## src/rtl/serial_frame_tx.sv

```systemverilog
// Parallel-in, serial-out frame transmitter: start bit, WIDTH data bits LSB first,
// optional parity bit, stop bit. Every output is taken straight from a flip-flop.
module serial_frame_tx #(
    parameter int unsigned WIDTH        = 8,
    parameter int unsigned CLKS_PER_BIT = 4,
    parameter int unsigned PARITY_EN    = 1,
    parameter int unsigned PARITY_ODD   = 0
) (
    input  logic             clk,
    input  logic             rst_n,
    input  logic [WIDTH-1:0] tx_data,
    input  logic             tx_valid,
    output logic             tx_ready,
    output logic             txd,
    output logic             busy,
    output logic             frame_done
);

    localparam int unsigned DIV_W = (CLKS_PER_BIT > 1) ? $clog2(CLKS_PER_BIT) : 1;
    localparam int unsigned IDX_W = (WIDTH > 1) ? $clog2(WIDTH) : 1;
    localparam logic [DIV_W-1:0] DIV_LAST = DIV_W'(CLKS_PER_BIT - 1);
    localparam logic [IDX_W-1:0] IDX_LAST = IDX_W'(WIDTH - 1);
    localparam logic HAS_PAR = (PARITY_EN != 0);
    localparam logic PAR_ODD = (PARITY_ODD != 0);

    typedef enum logic [2:0] {
        IDLE,
        START,
        DATA,
        PARITY,
        STOP
    } state_t;

    state_t             state, state_n;
    logic [DIV_W-1:0]   div, div_n;
    logic [IDX_W-1:0]   idx, idx_n;
    logic [WIDTH-1:0]   shreg, shreg_n;
    logic               par_bit, par_n;
    logic               bit_end;
    logic               txd_n, ready_n, busy_n, done_n;

    always_ff @(posedge clk or negedge rst_n) begin
        if (!rst_n) begin
            state      <= IDLE;
            div        <= '0;
            idx        <= '0;
            shreg      <= '0;
            par_bit    <= 1'b0;
            txd        <= 1'b1;
            tx_ready   <= 1'b1;
            busy       <= 1'b0;
            frame_done <= 1'b0;
        end else begin
            state      <= state_n;
            div        <= div_n;
            idx        <= idx_n;
            shreg      <= shreg_n;
            par_bit    <= par_n;
            txd        <= txd_n;
            tx_ready   <= ready_n;
            busy       <= busy_n;
            frame_done <= done_n;
        end
    end

    always_comb begin
        state_n = state;
        div_n   = div;
        idx_n   = idx;
        shreg_n = shreg;
        par_n   = par_bit;
        done_n  = 1'b0;
        bit_end = (div == DIV_LAST);

        if (state == IDLE) begin
            div_n = '0;
            // tx_ready is the registered image of state==IDLE
            if (tx_valid && tx_ready) begin
                shreg_n = tx_data;
                par_n   = (^tx_data) ^ PAR_ODD;
                state_n = START;
            end
        end else begin
            div_n = bit_end ? '0 : div + DIV_W'(1);
            case (state)
                START: begin
                    if (bit_end) begin
                        idx_n   = '0;
                        state_n = DATA;
                    end
                end
                DATA: begin
                    if (bit_end) begin
                        shreg_n = shreg >> 1;
                        idx_n   = idx + IDX_W'(1);
                        if (idx == IDX_LAST) begin
                            state_n = HAS_PAR ? PARITY : STOP;
                        end
                    end
                end
                PARITY: begin
                    if (bit_end) begin
                        state_n = STOP;
                    end
                end
                STOP: begin
                    if (bit_end) begin
                        state_n = IDLE;
                        done_n  = 1'b1;
                    end
                end
                default: begin
                    state_n = IDLE;
                end
            endcase
        end
    end

    // Line level is decoded from the next state so txd stays a pure register output
    always_comb begin
        txd_n = 1'b1;
        case (state_n)
            IDLE:    txd_n = 1'b1;
            START:   txd_n = 1'b0;
            DATA:    txd_n = shreg_n[0];
            PARITY:  txd_n = par_n;
            STOP:    txd_n = 1'b1;
            default: txd_n = 1'b1;
        endcase
        ready_n = (state_n == IDLE);
        busy_n  = (state_n != IDLE);
    end

endmodule

```

## config.mk

```make
export PLATFORM = sky130hd
export DESIGN_NAME = serial_frame_tx
export DESIGN_NICKNAME = d
export VERILOG_FILES = /design/src/rtl/serial_frame_tx.sv
export SDC_FILE = /design/constraint.sdc
export NUM_CORES = 1
export LEC_CHECK = 0
export CORE_MARGIN = 5
export CORE_UTILIZATION = 53
export CTS_CLUSTER_SIZE = 24
export DETAILED_ROUTE_END_ITERATION = 10
export PLACE_DENSITY_LB_ADDON = 0.08
export SETUP_SLACK_MARGIN = 0.15
export SLEW_MARGIN = 10
export SYNTH_ARGS = -nofsm -noshare
export SYNTH_HDL_FRONTEND = slang
export SYNTH_SLANG_ARGS = --single-unit
```

## constraint.sdc

```tcl
create_clock -name clk -period 2.2 [get_ports clk]
set_input_delay 0.22 -clock clk [delete_from_list [all_inputs] [get_ports clk]]
set_output_delay 0.22 -clock clk [all_outputs]
set_load 0.02 [all_outputs]
```

### Yosys cells after proc, flatten, opt, wreduce, memory -nomap -nowiden

Index checks and enable logic that the tools add are counted.

| operators by class | value |
|---|---|
| $add $sub $neg | 2 |
| $mul | 0 |
| divide/modulo/power cells | 0 |
| $lt $le $gt $ge | 0 |
| eq/ne operators | 12 |
| shift operators | 0 |
| multiplexer cells | 23 |
| bitwise operators | 1 |
| reductions and logical operators | 10 |

Operators with widths:

| kind | count |
|---|---|
| $mux W8 | 4 |
| $mux W3 | 9 |
| $eq A3 B2 Y1 const B | 4 |
| $pmux W3 S4 | 1 |
| $reduce_xor A8 Y1 | 1 |
| $eq A3 B1 Y1 const B | 2 |
| $eq A3 B3 Y1 const B | 2 |
| $logic_not A3 Y1 | 2 |
| $pmux W3 S2 | 1 |
| $reduce_bool A2 Y1 | 3 |
| $mux W1 | 5 |
| $mux W2 | 2 |
| $ne A2 B2 Y1 const B | 2 |
| $reduce_and A4 Y1 | 1 |
| $add A3 B1 Y3 const B | 1 |
| $pmux W1 S3 | 1 |
| $reduce_and A3 Y1 | 1 |
| $reduce_bool A3 Y1 | 1 |
| $add A2 B1 Y2 const B | 1 |
| $eq A2 B2 Y1 const B | 1 |
| $ne A2 B1 Y1 const B | 1 |
| $logic_and A1 B1 Y1 | 1 |
| $not A1 Y1 | 1 |

| word-level totals | value |
|---|---|
| flip-flop bits (word level) | 21 |
| bits in latches | 0 |
| memory bits (writable) | 0 |
| bits in read-only memories | 0 |
| input bits | 11 |
| output and inout port bits | 4 |
| logic and storage cells | 58 |
| memories | 0 |

### Depth between registers and ports, before layout

Gate-level depths: netlist of run 1.

| depth | value |
|---|---|
| depth in word-level cells | 7 |
| gate-level depth with buffers | 7 |
| gate-level depth less buffers | 6 |

### Least setup slack after synthesis of run 1

OpenSTA, ideal clock, no wires.

| timing | value |
|---|---|
| path kind | register to register |
| from | register div[0] |
| to | register txd |
| setup time | 0.082 ns |
| arrival | 1.666 ns |
| data required time | 2.118 ns |
| path slack | 0.452 ns |
| stages on the path, launching flop included | 8 |
| path buffers | 2 |
| period minus slack after synthesis | 1.748 ns |
| cell sequence | dfrtp_1 > ha_1 > buf_6 > and4bb_1 > buf_6 > and2_0 > a221o_1 > o31a_1 |

RTL lines:

| what | RTL line | RTL |
|---|---|---|
| from (decl) | 35 | `logic [DIV_W-1:0] div, div_n;` |
| from (signal assigned) | 55 | `div <= div_n;` |
| $eq A2 B2 Y1 | 73 | `bit_end = (div == DIV_LAST);` |
| $mux W8 | 93 | `if (bit_end) begin` |
| $mux W8 | 85 | `case (state)` |
| $mux W8 | 75 | `if (state == IDLE) begin` |
| net shreg_n[0] | 37 | `logic [WIDTH-1:0] shreg, shreg_n;` |
| $pmux W1 S3 | 122 | `case (state_n)` |
| net txd_n | 40 | `logic txd_n, ready_n, busy_n, done_n;` |
| to (signal assigned) | 59 | `txd <= txd_n;` |
| to (decl) | 14 | `output logic txd,` |

The timed path passes the listed nets, and every way through them passes these cells. The select of a mux whose other input is x is not followed.
A chain may end at the register's enable or synchronous reset.

### Worst setup path in the final report of run 1

Same ends and word-level chain as after synthesis.

==> qor.yml, run 1 <==
floorplan:
  pin_count: 15
  die_x_um: 55.6
  num_rows: 16
  initial_core_util_pct: 56.1
  core-area_sq_um: 1960
  fp.dieH_um: 55.6
  die_area_sq_um: 3090
global_route:
  grt-ovfl-total: 0
  grt_max_degree: 22
  grtUsageMet3_pct: 3.03
  grt.total_usage_pct: 14.1
  met2_usage_pct: 22.1
  grt_pass1_vias: 806
  grt_pass1_wl_um: 3460
  busiest_layer: "met2"
  antenna_found_initial: 0
  grtUsageMet1_pct: 18.0
place:
  io_buffers: 14
  placed_cells: 142
  hpwl_um: 1520
  gp_congestion: 0.805
synthesis:
  synth_edf_count: 0
  synth.area.top_cells: "dfrtp_1 43%, nand2_1 7.2%, xnor2_1 5.6%, dfstp_2 4.8%, a22oi_1 4.1%"
  netlist.area_leader.share_pct: 43.2
  synth.avg_cell_area_sq_um: 10.6
  ys_seq_area_share_pct: 48.0
  yosysUniqueCellTypes: 36
  syn_inst: 104
  yosys_most_used_dff: "dfrtp_1"
  synth_common_cells: "21 x nand2_1, 19 x dfrtp_1, 7 x xnor2_1"
  netlist_area_sq_um: 1100
  ys_ff_latch: 21
  yosysMostFrequentCell: "nand2_1"
  async_flop_share_pct: 100
  yosys.area.top_type: "dfrtp_1"
  synth_fp_nets: 118
  yosys_warnings: 0
timing:
  clock.fmax_ghz: 0.522
  drv_slew: 0
  setup_viol: 0
  max_slew_margin_pct: 74.9
  period_share_pct: 87.0
  hold_viol: 0
  finalSetupTns_ns: 0
  rsz0062_at_grt: "no"
  min_period_ns: 1.91
  tightest_slew_ns: 0.377
  clock_skew_ns: 0.00173
  whs_ns: 0.247
routing:
  drt-total-wl_um: 2000
  post_drt_wl_per_cell_um: 13.7
  drt_pass1_iterations: 4
  via_per_inst: 5.40
  drc: 0
  vias: 789
  final_antenna_net_count: 0
  drt-initial-drc-count: 18
pwr:
  power.switching_uw: 591
  p_int_uw: 959
  vdd_ir_drop_max_mv: 0.868
  leakagePower_uw: 0.000562
  power_uw: 1550
  power_density_nw_per_um2: 1230
  seq_power_share_pct: 43.6
  sw_frac_of_total_pct: 38.1
  clkPwrFrac_pct: 11.8
  p_comb_share_pct: 44.5
worst_setup_path:
  cp-end-kind: "flop"
  worst-endpoint-arrival_ns: 2.16
  startpoint_type: "flop"
  crit_type: "flop to flop"
  worstSetupStartpoint: "div[0]"
  crit-reg2reg-launch: "div[0]"
  cp.required_ns: 2.44
  worstPathMaxFanout: 9
job:
  drv_cap: 0
clocking:
  cts_tree: "built"
  cts_made_buffers: 3
  cts_setup_buffers: 0
  htreeDepth: 1
  cts_root_buf: "clkbuf_4"
  cts.sinks: 21
  postCtsHoldBufs: 0
  clk_pin_slew_worst_paths_ns: 0.11
  clkLatencyLatePin_ns: 0.30
  ctsResizeCount: 0
  clock_path_buffers: 2
layout:
  layout.cells.non_filler: 146
  num_antenna_cells: 0
  final_core_util_pct: 64.1
  layout.nets: 134
  fill_cells: 185
  layout-drive-gt1-share_pct: 12.6
  area_delta_synth_final_pct: 14.3
run_status:
  outcome: "finished clean"
min_path:
  hold_path.class: "input port to asynchronous set/reset pin"
[path summary, 6_finish.rpt]
kind	end	slack [ns]	depth (start not counted)
setup / recovery	txd	0.29	5
hold / removal	idx[1]	0.25	2
setup reg to reg	txd	0.29	5
hold reg to reg	div[0]	0.45	1
max in group asynchronous	tx_ready	1.68	2
min in group clk	div[0]	0.45	1
[state kept, by name, indices dropped and copies added (netlist names)]
| name | cells |
|---|---|
| shreg | 8 |
| txd | 1 |
| state | 3 |
| busy | 1 |
| frame_done | 1 |
| par_bit | 1 |
| tx_ready | 1 |
| idx | 3 |
| div | 2 |
[power by group through the flow]
stage,Sequential (uW),Clock (uW),Combinational (uW)
6_report,677,183,690
5_1_grt,690,206,774
4_1_cts,673,190,694
3_5_place_dp,683,0,690
3_3_place_gp,681,0,676
2_1_floorplan,681,0,540
[kinds of logic after synthesis]
logic type               share of synthesized area [%]
AND/OR/NAND/NOR                                   17.9
AO/OA/AOI/OAI                                     15.0
flip-flops                                        48.0
buffers and inverters                             7.39
XOR/XNOR                                          6.37
adder cells (fa/ha/maj)                           3.41
multiplexers                                      1.93
[per-stage QoR]
| stage | setup slack, ns | instance area [sq um] |
|---|---|---|
| floorplan | 0.452 | 1100 |
| global placement | 0.376 | 1230 |
| detailed placement | 0.329 | 1230 |
| CTS | 0.304 | 1260 |
| global route | 0.173 | 1260 |
| finish | 0.286 | 1260 |
[layer usage]
metal / part of all wire, % / vias to the layer above
met1: 48 / 373
met2: 45 / 17
met4: 2.3 / 0
met3: 4.1 / 6
li1: - / 393
met5: 0 / -
[cells in the final DEF (no fill, tap or decap), drive strengths merged, types with 4 or more instances in the layout]
master / n
a31oi: 4
xnor2: 7
a22oi: 6
nand2: 22
inv: 4
dfrtp: 19
clkdlybuf4s50: 14
o21ai: 4
[worst max-delay path, stage by stage (launching register included)]
cell and delay, ns:
dfrtp_1 0.37, ha_1 0.31, and4bb_1 0.46, a31oi_4 0.11, a221o_1 0.33, o31a_1 0.28
[cell type report]
cell class | count | area, sq um | share of cell area, %
clock buffer | 3 | 22.5 | 1.79
inverter | 4 | 15.0 | 1.19
clock inverter | 1 | 5.00 | 0.398
multi-input combinational | 73 | 490 | 39.0
timing repair buffer | 17 | 163 | 12.9
sequential | 21 | 528 | 42.0
tap | 27 | 33.8 | 2.69
Note: power is estimated with default switching activity, not from simulation.
==> run 2: changes to the inputs <==
CAP_MARGIN = 20   (was not set)
CORE_UTILIZATION = 57   (was 53)
clock period = 2.4 ns   (was 2.2 ns; I/O delays follow)
==> run 2 against run 1 <==
Against the previous run: die area decreased by 5.8%; clock skew about the same; global-route usage increased by 1.5 points; final cell count decreased by 2.7%; combinational power decreased by 18%; flip-flop and latch count unchanged; clock power decreased by 14%; utilization increased by 5.4 points; highest routed layer unchanged; via count decreased by 3.9%; hold slack improved by 0.021 ns; design area decreased by 1.4%.
==> qor.yml, run 2 (synthesis gave the netlist of run 1 again) <==
run_status:
  outcome: "finished clean"
routing:
  drc: 0  # unchanged
  via_per_inst: 5.34  # -1.2%
  drt_pass1_iterations: 5  # +1
  drt-initial-drc-count: 10  # -8
  final_antenna_net_count: 0  # unchanged
  drt-total-wl_um: 1840  # -7.9%
  vias: 758  # -3.9%
  post_drt_wl_per_cell_um: 13.0  # -5.3%
timing:
  min_period_ns: 1.96  # +0.0502 ns
  max_slew_margin_pct: 66.0  # -8.9 points
  final.setup.worst_slack_ns: 0.436  # +0.150 ns
  clock_skew_ns: 0.00181  # +0.0000839 ns
  tightest_slew_ns: 0.510  # +0.133 ns
  setup_viol: 0  # unchanged
  hold_viol: 0  # unchanged
  clock.fmax_ghz: 0.509  # -2.6%
  drv_slew: 0  # unchanged
  rsz0062_at_grt: "no"
  period_share_pct: 81.8  # -5.2 points
  finalSetupTns_ns: 0  # unchanged
global_route:
  antenna_found_initial: 0  # unchanged
  grt-ovfl-total: 0  # unchanged
  grt_max_degree: 22  # unchanged
  grt.total_usage_pct: 15.6  # +1.5 points
  grt_pass1_vias: 732  # -9.2%
  grt_pass1_wl_um: 3240  # -6.2%
worst_setup_path:
  worst-endpoint-arrival_ns: 2.20  # +0.04 ns
  cp.required_ns: 2.63  # +0.19 ns
  slowest_stage: "dfrtp_1"
  startpoint_type: "flop"
  cp-end-kind: "flop"
  crit_type: "flop to flop"
  path_cells: "and4bb_1 > a31oi_4 > a221o_1 > o31a_1"
  worstSetupStartpoint: "state[1]"
  cpPeakStageDelay_ns: 0.68  # +0.22 ns
  crit-reg2reg-launch: "state[1]"
  worstPathMaxFanout: 18  # +9
  path_delay_family: "compound AO/OA/AOI/OAI gates"
  crit_buf_inv: 0  # unchanged
job:
  drv_cap: 0  # unchanged
floorplan:
  pin_count: 15  # unchanged
  num_rows: 15  # -1
  die_x_um: 53.9  # -2.9%
  die_area_sq_um: 2910  # -5.8%
  fp.dieH_um: 53.9  # -2.9%
  core-area_sq_um: 1780  # -9.1%
  initial_core_util_pct: 61.7  # +5.6 points
clocking:
  htreeDepth: 1  # unchanged
  clock_path_buffers: 2  # unchanged
  ctsResizeCount: 0  # unchanged
  clk_pin_slew_worst_paths_ns: 0.10  # about the same
  cts_made_buffers: 3  # unchanged
  cts.sinks: 21  # unchanged
  clkLatencyLatePin_ns: 0.29  # about the same
  postCtsHoldBufs: 0  # unchanged
  cts_tree: "built"
  cts_root_buf: "clkbuf_4"
  cts_setup_buffers: 0  # unchanged
layout:
  fin_area_sq_um: 1240  # -1.4%
  area_delta_synth_final_pct: 12.7
  fill_cells: 138  # -25%
  reg.largest.list: "shreg x8, idx x3, state x3"
  final_cell_mix: "21 x nand2_1, 19 x dfrtp_1, 14 x clkdlybuf4s50_1"
  layout-drive-gt1-share_pct: 11.1  # -1.5 points
  layout.nets: 132  # -1.5%
  num_antenna_cells: 0  # unchanged
  largest_register_ff_count: 8  # unchanged
  mostFrequentLayoutCell: "nand2_1"
  regMostFlops: "shreg"
place:
  hpwl_um: 1400  # -8.0%
  dp_slack_ns: 0.479  # +0.150 ns
  placed_area_sq_um: 1210  # -1.4%
  io_buffers: 14  # unchanged
  gp_congestion: 0.774  # -3.8%
pwr:
  vdd_ir_drop_max_mv: 0.874  # +0.71%
  leakagePower_uw: 0.000553  # -1.8%
  power_uw: 1380  # -11%
  power_density_nw_per_um2: 1110  # -9.6%
min_path:
  hold_path.class: "input port to asynchronous set/reset pin"
## run 2: where the power goes
part | internal (uW) | switching [uW] | leakage (uW)
Combinational | 282 | 283 | 0.000284
Clock | 62.1 | 94.6 | 0.0000177
Sequential | 514 | 146 | 0.000250
Total | 858 | 524 | 0.000553
## run 2: layout make-up
type | count | area [sq um] | area share, %
repair buffers | 15 | 148 | 11.9
clock buffers | 3 | 22.5 | 1.82
well taps | 25 | 31.3 | 2.52
clock inverters | 1 | 5.00 | 0.404
flip-flops and latches | 21 | 528 | 42.6
inverters | 4 | 15.0 | 1.21
multi-input cells | 73 | 490 | 39.6
## run 2: per-stage QoR
stage | util [%] | cells | hold WS [ns]
2_1_floorplan | - | 104 | -0.0556
3_3_place_gp | 68.0 | 138 | 0.423
3_5_place_dp | 68.0 | 138 | 0.437
4_1_cts | 69.5 | 142 | 0.268
5_1_grt | 69.5 | 142 | 0.270
6_report | 69.5 | 142 | 0.268
## run 2: final timing paths
check                             endpoint  slack [ns]  cells after the start
min in group clk                    div[0]        0.45                      1
worst max-delay path                   txd        0.44                      4
worst max register to register         txd        0.44                      4
worst min-delay path            frame_done        0.27                      2
worst min register to register      div[0]        0.45                      1
max in group asynchronous         tx_ready        1.87                      2
## run 2: worst register-to-register path: cells and delay by family (launching register included)
family          cells  cell delay, ns
simple gates        1            0.50
flops               1            0.68
compound gates      3            0.72
## run 2: metal layers
layer  track usage, %  vias up  wire, um
li1                 -      383         -
met1             21.0      357       877
met2             24.2       14       859
met3             4.99        4        81
met4             3.83        0        22
met5                0        -         0
==> run 3: changes to the inputs <==
CORE_UTILIZATION = 53   (was 57)
clock period = 2 ns   (was 2.4 ns; I/O delays follow)
==> run 3 against run 2 <==
Against the previous run: flip-flop and latch count is the same; largest power group is now combinational cells; die area is 6.1% higher; combinational power grew 41%; global-route usage is 0.75 points lower; critical endpoint unchanged; non-clock buffer count grew 5; clock power grew 29%; power up 26%; critical path depth did not move; highest routed layer unchanged; routed wire length increased by 9.2%; sequential power increased by 12%; utilization down 4.4 points; largest cell class unchanged.
==> qor.yml, run 3 (synthesis gave the netlist of run 1 again) <==
run_status:
  outcome: "finished clean"
routing:
  final_antenna_net_count: 0  # unchanged
  drt_pass1_iterations: 4  # -1
  post_drt_wl_per_cell_um: 13.5  # +4.1%
  vias: 772  # +1.8%
  via_per_inst: 5.18  # -2.9%
  drc: 0  # unchanged
  drt-initial-drc-count: 21  # +11
  drt-total-wl_um: 2010  # +9.2%
layout:
  num_antenna_cells: 0  # unchanged
  area_delta_synth_final_pct: 16.3
  largest_register_ff_count: 8  # unchanged
  regMostFlops: "shreg"
  final_cell_mix: "21 x nand2_1, 19 x dfrtp_1, 14 x clkdlybuf4s50_1"
  layout.nets: 137  # +3.8%
  mostFrequentLayoutCell: "nand2_1"
  fin_area_sq_um: 1280  # +3.1%
  reg.largest.list: "shreg x8, idx x3, state x3"
  layout-drive-gt1-share_pct: 14.8  # +3.6 points
  final_core_util_pct: 65.2  # -4.4 points
floorplan:
  die_x_um: 55.6  # +3.0%
  initial_core_util_pct: 56.1  # -5.6 points
  core-area_sq_um: 1960  # +10%
  fp.dieH_um: 55.6  # +3.0%
  num_rows: 16  # +1
  die_area_sq_um: 3090  # +6.1%
  pin_count: 15  # unchanged
clocking:
  cts_made_buffers: 3  # unchanged
  clock_path_buffers: 2  # unchanged
  clk_pin_slew_worst_paths_ns: 0.12  # +0.02 ns
  cts_root_buf: "clkbuf_4"
  cts_tree: "built"
  htreeDepth: 1  # unchanged
  clkLatencyLatePin_ns: 0.30  # about the same
  cts.sinks: 21  # unchanged
pwr:
  power_density_nw_per_um2: 1360  # +22%
  vdd_ir_drop_max_mv: 0.790  # -9.6%
  leakagePower_uw: 0.000573  # +3.6%
worst_setup_path:
  crit_buf_inv: 0  # unchanged
  cp-end-kind: "flop"
  startpoint_type: "flop"
  worst-endpoint-arrival_ns: 1.95  # -0.25 ns
  worstPathMaxFanout: 8  # -10
  slowest_stage: "dfrtp_1"
  cpPeakStageDelay_ns: 0.47  # -0.21 ns
  path_delay_family: "compound AO/OA/AOI/OAI gates"
  crit_cells: 4  # unchanged
  reg2regPathDepth: 4  # unchanged
  path_cells: "and4bb_2 > a31oi_4 > a221o_1 > o31a_1"
  crit_type: "flop to flop"
  cp.required_ns: 2.23  # -0.40 ns
place:
  placed_area_sq_um: 1250  # +3.3%
  dp_slack_ns: 0.257  # -0.222 ns
  gp_congestion: 0.820  # +5.9%
  io_buffers: 14  # unchanged
  hpwl_um: 1540  # +10%
timing:
  final.setup.worst_slack_ns: 0.284  # -0.151 ns
  setup_viol: 0  # unchanged
  period_share_pct: 85.8  # +3.9 points
  hold_viol: 0  # unchanged
  rsz0062_at_grt: "no"
  min_period_ns: 1.72  # -0.249 ns
  whs_ns: 0.218  # -0.0507 ns
  finalSetupTns_ns: 0  # unchanged
  clock.fmax_ghz: 0.583  # +14%
  clock_skew_ns: 0.00723  # +0.00542 ns
  max_slew_margin_pct: 80.0  # +14 points
  tightest_slew_ns: 0.300  # -0.210 ns
  drv_slew: 0  # unchanged
global_route:
  grt-ovfl-total: 0  # unchanged
  grt.total_usage_pct: 14.9  # -0.75 points
  grt_pass1_vias: 788  # +7.7%
  grt_max_degree: 22  # unchanged
  antenna_found_initial: 0  # unchanged
  grt_pass1_wl_um: 3650  # +13%
job:
  drv_cap: 0  # unchanged
min_path:
  hold_path.class: "input port to asynchronous set/reset pin"
run 3: cell count changes in the layout (fill, tap and decap cells not counted):
cell	previous run	this run
clkinv_2	1	0
buf_4	1	6
and4bb_2	0	1
and4bb_1	1	0
clkbuf_1	0	1
run 3: worst paths after layout:
path / slack [ns] / start / end
setup / recovery: 0.28 / state[2] / txd
hold / removal: 0.22 / rst_n / idx[2]
setup reg to reg: 0.28 / state[2] / txd
hold reg to reg: 0.44 / div[0] / div[0]
max in group asynchronous: 1.51 / rst_n / txd
min in group clk: 0.44 / div[0] / div[0]
run 3: power by group:
group	internal (uW)	switching, uW	leakage (uW)
clock network	77.7	125	0.0000150
registers	617	120	0.000250
logic	389	409	0.000307
run 3: layout make-up:
type	count	area (sq um)
clock buffer	4	26.3
fill	174	683
inverter	4	15.0
multi-input combinational	73	490
sequential	21	528
tap	27	33.8
timing repair buffer	20	185
run 3: stage by stage:
stage                     power [uW]  instances
after CTS                       1750        149
after global routing            1890        149
final                           1740        149
after global placement          1520        145
after detailed placement        1550        145
after floorplan                 1340        104
run 3: layer usage:
| metal | vias to the layer above | global-route usage, % | routed length, um |
|---|---|---|---|
| met5 | - | 0 | 0 |
| met4 | 0 | 6.25 | 13 |
| met3 | 2 | 3.26 | 88 |
| met2 | 13 | 22.1 | 922 |
| met1 | 363 | 20.7 | 985 |
| li1 | 394 | - | - |
run 3: timing repair:
action	in CTS	in global routing
hold buffers	0	0
resized for setup	0	1
endpoints found under the setup margin	0	1
buffers inserted	0	0
